**config.mk**
```make
export PLATFORM = sky130hd
export DESIGN_NAME = vqueue_reader
export DESIGN_NICKNAME = d
export VERILOG_FILES = /design/src/rtl/vqueue_reader_pkg.sv /design/src/rtl/vqueue_pixel_mux.sv /design/src/rtl/vqueue_reader.sv
export SDC_FILE = /design/constraint.sdc
export NUM_CORES = 1
export LEC_CHECK = 0
export ABC_AREA = 1
export CAP_MARGIN = 20
export CORE_AREA = 3 3 93 95
export DETAILED_ROUTE_END_ITERATION = 7
export DIE_AREA = 0 0 96 98
export PLACE_DENSITY = 0.6
export SYNTH_ARGS = -nofsm -noshare
export SYNTH_HDL_FRONTEND = slang
export SYNTH_SLANG_ARGS = --single-unit
```
**constraint.sdc**
```tcl
create_clock -name Clock -period 2.05 [get_ports Clock]
set_input_delay 0.615 -clock Clock [delete_from_list [all_inputs] [get_ports Clock]]
set_output_delay 0.615 -clock Clock [all_outputs]
set_load 0.01 [all_outputs]
```
**src/rtl/vqueue_reader_pkg.sv**
```systemverilog
// Shared types and constants for the video queue reader.
package vqueue_reader_pkg;

    // Word ownership: NOWORD = no word held, HOLD = a word is being sliced.
    typedef enum logic {
        ST_NOWORD = 1'b0,
        ST_HOLD   = 1'b1
    } vq_state_e;

    localparam int SLICES_16BPP = 2;
    localparam int SLICES_8BPP  = 4;
    localparam int PIXEL_W      = 16;

    // Index of the final slice in a word for the given pixel depth.
    function automatic logic [1:0] last_slice_idx(input logic bpp8);
        logic [1:0] idx_v;
        if (bpp8) begin
            idx_v = 2'(SLICES_8BPP - 1);
        end else begin
            idx_v = 2'(SLICES_16BPP - 1);
        end
        return idx_v;
    endfunction

endpackage

```
**src/rtl/vqueue_pixel_mux.sv**
```systemverilog
// Selects one pixel from the held 32-bit word, least-significant slice first.
module vqueue_pixel_mux
    import vqueue_reader_pkg::*;
(
    input  logic [31:0]        word,
    input  logic [1:0]         idx,
    input  logic               bpp8,
    output logic [PIXEL_W-1:0] pixel
);

    // 8 bpp picks a byte and zero-extends; 16 bpp picks a half-word by idx[0].
    always_comb begin
        pixel = 16'h0000;
        if (bpp8) begin
            case (idx)
                2'd0:    pixel = {8'h00, word[7:0]};
                2'd1:    pixel = {8'h00, word[15:8]};
                2'd2:    pixel = {8'h00, word[23:16]};
                2'd3:    pixel = {8'h00, word[31:24]};
                default: pixel = 16'h0000;
            endcase
        end else begin
            case (idx[0])
                1'b0:    pixel = word[15:0];
                1'b1:    pixel = word[31:16];
                default: pixel = 16'h0000;
            endcase
        end
    end

endmodule

```
**src/rtl/vqueue_reader.sv**
```systemverilog
// Reads 32-bit words from a queue and hands them out as 16 or 8 bpp pixels.
module vqueue_reader
    import vqueue_reader_pkg::*;
#(
    parameter logic BPP8_DEFAULT = 1'b0,
    parameter int   HEAD_SETTLE  = 2
) (
    input  logic               Clock,
    input  logic               ResetN,
    input  logic [31:0]        Q,
    input  logic               Empty,
    output logic               RdEn,
    input  logic               PixelReq,
    input  logic               LineStart,
    input  logic               Bpp8,
    output logic [PIXEL_W-1:0] PixelOut,
    output logic               PixelValid,
    output logic               Underrun,
    input  logic               ClearUnderrun
);

    localparam int CNT_W = (HEAD_SETTLE < 1) ? 1 : $clog2(HEAD_SETTLE + 1);
    localparam logic [CNT_W-1:0] SETTLE_INIT = CNT_W'(HEAD_SETTLE);

    vq_state_e          state_r, state_nxt_s;
    logic [1:0]         idx_r, idx_nxt_s;
    logic [31:0]        word_r, word_nxt_s;
    logic               bpp8_r;
    logic [CNT_W-1:0]   settle_cnt_r;
    logic               head_ok_s;
    logic               rd_en_s;
    logic               last_slice_s;
    logic [PIXEL_W-1:0] mux_pix_s;
    logic [PIXEL_W-1:0] pixel_out_nxt_s;
    logic               pixel_valid_nxt_s;
    logic               underrun_set_s;

    assign head_ok_s    = (settle_cnt_r == {CNT_W{1'b0}}) && !Empty;
    assign last_slice_s = (idx_r == last_slice_idx(bpp8_r));
    // The pop strobe must coincide with the capture edge, so it stays combinational.
    assign RdEn         = rd_en_s;

    vqueue_pixel_mux u_pixel_mux (
        .word  (word_r),
        .idx   (idx_r),
        .bpp8  (bpp8_r),
        .pixel (mux_pix_s)
    );

    // Next-state, capture, pop and pixel selection for the word holder.
    always_comb begin
        state_nxt_s       = state_r;
        idx_nxt_s         = idx_r;
        word_nxt_s        = word_r;
        rd_en_s           = 1'b0;
        pixel_out_nxt_s   = PixelOut;
        pixel_valid_nxt_s = 1'b0;
        underrun_set_s    = 1'b0;
        if (LineStart) begin
            // Drop any partial word; a request here is answered empty but is not an underrun.
            state_nxt_s = ST_NOWORD;
            idx_nxt_s   = 2'd0;
            if (PixelReq) begin
                pixel_out_nxt_s = 16'h0000;
            end else begin
                pixel_out_nxt_s = PixelOut;
            end
        end else begin
            case (state_r)
                ST_NOWORD: begin
                    if (PixelReq) begin
                        pixel_out_nxt_s = 16'h0000;
                        underrun_set_s  = 1'b1;
                    end else begin
                        pixel_out_nxt_s = PixelOut;
                    end
                    if (head_ok_s) begin
                        word_nxt_s  = Q;
                        idx_nxt_s   = 2'd0;
                        rd_en_s     = 1'b1;
                        state_nxt_s = ST_HOLD;
                    end else begin
                        state_nxt_s = ST_NOWORD;
                    end
                end
                ST_HOLD: begin
                    if (PixelReq) begin
                        pixel_out_nxt_s   = mux_pix_s;
                        pixel_valid_nxt_s = 1'b1;
                        if (last_slice_s) begin
                            idx_nxt_s = 2'd0;
                            if (head_ok_s) begin
                                word_nxt_s = Q;
                                rd_en_s    = 1'b1;
                            end else begin
                                state_nxt_s = ST_NOWORD;
                            end
                        end else begin
                            idx_nxt_s = idx_r + 2'd1;
                        end
                    end else begin
                        pixel_out_nxt_s = PixelOut;
                    end
                end
                default: begin
                    state_nxt_s = ST_NOWORD;
                    idx_nxt_s   = 2'd0;
                end
            endcase
        end
    end

    // Word holder state, slice index and held word.
    always_ff @(posedge Clock or negedge ResetN) begin
        if (!ResetN) begin
            state_r <= ST_NOWORD;
            idx_r   <= 2'd0;
            word_r  <= 32'h0000_0000;
        end else begin
            state_r <= state_nxt_s;
            idx_r   <= idx_nxt_s;
            word_r  <= word_nxt_s;
        end
    end

    // Pixel depth latch, updated only at line start.
    always_ff @(posedge Clock or negedge ResetN) begin
        if (!ResetN) begin
            bpp8_r <= BPP8_DEFAULT;
        end else if (LineStart) begin
            bpp8_r <= Bpp8;
        end else begin
            bpp8_r <= bpp8_r;
        end
    end

    // Head settle counter: restarts on a pop or while empty, counts down to zero.
    always_ff @(posedge Clock or negedge ResetN) begin
        if (!ResetN) begin
            settle_cnt_r <= SETTLE_INIT;
        end else if (rd_en_s || Empty) begin
            settle_cnt_r <= SETTLE_INIT;
        end else if (settle_cnt_r != {CNT_W{1'b0}}) begin
            settle_cnt_r <= settle_cnt_r - CNT_W'(1);
        end else begin
            settle_cnt_r <= settle_cnt_r;
        end
    end

    // Registered pixel outputs, one cycle after the request.
    always_ff @(posedge Clock or negedge ResetN) begin
        if (!ResetN) begin
            PixelOut   <= 16'h0000;
            PixelValid <= 1'b0;
        end else begin
            PixelOut   <= pixel_out_nxt_s;
            PixelValid <= pixel_valid_nxt_s;
        end
    end

    // Sticky underrun flag; a new underrun wins over a clear.
    always_ff @(posedge Clock or negedge ResetN) begin
        if (!ResetN) begin
            Underrun <= 1'b0;
        end else if (underrun_set_s) begin
            Underrun <= 1'b1;
        end else if (ClearUnderrun) begin
            Underrun <= 1'b0;
        end else begin
            Underrun <= Underrun;
        end
    end

endmodule
```
==> impl_metrics.csv <==
group,metric,value,unit
drt,first_iter_violations,110,
power_and_ir_drop,p_per_area,962,mW/mm²
final_layout,n_antenna_cell,0,
power_and_ir_drop,cellLeakagePower,1.74,nW
clock_network,holdBufCountCts,0,
global_route,grt_max_degree,33,
sta,hold_viol,0,
sta,skew,0.00375,ns
drt,num_vias,2358,
power_and_ir_drop,ir_drop,393,µV
synthesis,synth_nets,374,
setup_path,path_max_fanout,2,
place,portBuffers,57,
floorplanning,io_pins,58,
sta,grt_setup_unrepaired,"true",
clock_network,cts_tree,"built",
drt,highest_layer,"met4",
global_route,grt_pass1_wl,11.7,mm
synthesis,syn_area,0.00272,mm²
setup_path,reg2reg_from,"idx_r[0]$_DFFE_PN0P_",
sta,timing.fmax,493,MHz
place,place.gp.congestion,0.860,
final_layout,area_growth,33.1,%
synthesis,syn_avg_cell_area,8.25,µm²
drt,drt_pass1_iterations,5,
setup_path,critPathCaptureType,"output pin",
final_layout,fin_util,46.4,%
global_route,grt-ovfl-total,0,
min_path,hp-class,"primary input to async pin",
power_and_ir_drop,report.power.total,3.49,mW
synthesis,ys_seq_elements,56,
synthesis,synth_top_area_share,50.6,%
clock_network,clockRootBuffer,"clkbuf_8",
final_layout,final_common_cell,"nand2_1",
synthesis,ys.warnings.count,0,
drt,met1Wirelength,3.24,mm
global_route,groute.usage.overall,15.7,%
drt,finalWirelength,6.97,mm
sta,final.min_clock_period,2.03,ns
drt,viasPerCell,4.69,
drt,ant_nets,0,
clock_network,clk_latency,0.30,ns
setup_path,r2r_cells,7,
floorplanning,rows,32,
drt,routed-wl-met2,3.35,mm
final_layout,layout.nets,444,
sta,fin_crit_sh,98.9,%
synthesis,syn_inst,330,
floorplanning,die_width,96,µm
setup_path,r2r-end,"PixelOut[3]$_DFFE_PN0P_",
place,dp.cells,493,
clock_network,clock_path_buffers,2,
final_layout,drive_gt1_share,12.0,%
place,dp_hpwl,5.22,mm
drt,wl_met3,325,µm
sta,finalSetupViolCount,0,
synthesis,synth-seq-area-share,51.5,%
floorplanning,die_area,0.00941,mm²
sta,slew_viol_final,0,
final_layout,mostFrequentLayoutCells,"nand2_1 (157), dfrtp_1 (55), clkdlybuf4s50_1 (53), buf_4 (20), a21oi_1 (18)",
setup_path,critPathLaunch,"Empty",
run,maxCapViolations,0,
sta,tightest_slew,0.516,ns
final_layout,fin_cells,503,
drt,wl_per_cell,13.9,µm
setup_path,critPathKind,"primary input to output pin",
clock_network,clkTransAtPathRegs,0.09,ns
setup_path,required,1.43,ns
synthesis,netlist_top_cells_area,"dfrtp_1 (51%), nand2_1 (22%), a21oi_1 (3.3%), mux2i_1 (2.9%), o21ai_0 (2.9%)",
floorplanning,core_area,0.00781,mm²
floorplanning,initial_core_util,34.9,%
setup_path,critPathLaunchType,"primary input",
final_layout,fillers,818,
outcome,status,"complete, no violations",
setup_path,rrSetupSlack,0.18,ns
synthesis,yosysUniqueCellTypes,29,
clock_network,clock-sinks,56,
global_route,antenna_found_initial,0,
sta,max-slew-margin-rel,65.6,%
clock_network,cts_max_level,2,
global_route,grt_pass1_vias,2357,
synthesis,yosysTopAreaCell,"dfrtp_1",
drt,drcViolationCount,0,
clock_network,cts_buffers,5,
floorplanning,dieHeight,98,µm
setup_path,crit_arrival,1.41,ns
## layout make-up
| cell class | instances | area [µm²] | area share [%] |
|---|---|---|---|
| flip-flops and latches | 56 | 1400 | 38.7 |
| multi-input cells | 243 | 1190 | 32.8 |
| repair buffers | 79 | 754 | 20.8 |
| well taps | 102 | 128 | 3.52 |
| clock buffers | 8 | 90.1 | 2.49 |
| inverters | 15 | 61.3 | 1.69 |
## timing repair
item,CTS,global route
buffers inserted,1,1
pin swaps,2,0
resized for setup,12,3
setup endpoints to repair,1,1
## synthesized netlist by cell type
cell type / instances
a22o_1: 5
mux2i_1: 8
buf_6: 3
a21oi_1: 18
o21ai_0: 16
clkbuf_1: 5
dfrtp_1: 55
o21bai_1: 3
o32ai_1: 1
buf_2: 6
inv_4: 2
nand2_1: 158
o211ai_1: 2
nand3_4: 1
nor2_1: 2
or2_2: 3
buf_4: 2
nand2_2: 2
nor2_2: 1
o21ai_1: 2
inv_1: 11
a21oi_2: 1
a211oi_1: 1
ha_1: 5
dfstp_2: 1
inv_2: 1
nand3_1: 13
nand3_2: 1
clkinv_1: 1
## where the power goes
part           switching [mW]  leakage, nW  internal (mW)
clock                   0.335       0.0455          0.277
sequential              0.345        0.728           1.47
combinational           0.539        0.962          0.517
## flip-flops by register name, summed over array words and instances (netlist names)
signal,flops
word_r,32
PixelOut,16
idx_r,2
settle_cnt_r,2
PixelValid,1
Underrun,1
bpp8_r,1
state_r,1
## per-layer routing
layer | vias up | GRT usage [%]
li1 | 1192 | -
met1 | 1117 | 21.9
met2 | 45 | 25.4
met3 | 4 | 3.00
met4 | 0 | 2.95
met5 | - | 0
## worst max-delay path by stage
stage | cells after the start | slack [ns] | to
after floorplan | 6 | 0.15 | RdEn
after global placement | 6 | -0.59 | RdEn
after detailed placement | 6 | -0.59 | RdEn
after CTS | 5 | 0.01 | RdEn
after global routing | 7 | -0.03 | RdEn
final | 7 | 0.02 | RdEn
## worst max-delay path: stages
cell and delay [ns]:
dlygate4sd2_1 0.24, inv_1 0.09, nand2_4 0.06, a21oi_4 0.14, nand3_4 0.11, inv_4 0.07
buf_6 0.09
## cells by family (layout without fill, tap and decap cells)
family / after synthesis / after routing / synth area share (%)
adder cells (fa/ha/maj): 5 / 5 / 2.30
flip-flops: 56 / 56 / 51.5
AO/OA/AOI/OAI: 49 / 49 / 10.5
buffers and inverters: 31 / 102 / 5.84
AND/OR/NAND/NOR: 181 / 181 / 26.9
multiplexers: 8 / 8 / 2.94
## metrics by stage
| step | setup TNS [ns] | hold slack (ns) | instance area, µm² | worst slack (ns) |
|---|---|---|---|---|
| 4_1_cts | 0 | 0.279 | 3600 | 0.0118 |
| 6_report | 0 | 0.273 | 3620 | 0.0219 |
| 3_3_place_gp | -0.601 | 0.476 | 3490 | -0.585 |
| 5_1_grt | -0.0308 | 0.284 | 3620 | -0.0308 |
| 2_1_floorplan | 0 | 0.319 | 2720 | 0.154 |
| 3_5_place_dp | -0.791 | 0.476 | 3490 | -0.590 |
No activity file was read; power rests on OpenSTA's default activity.
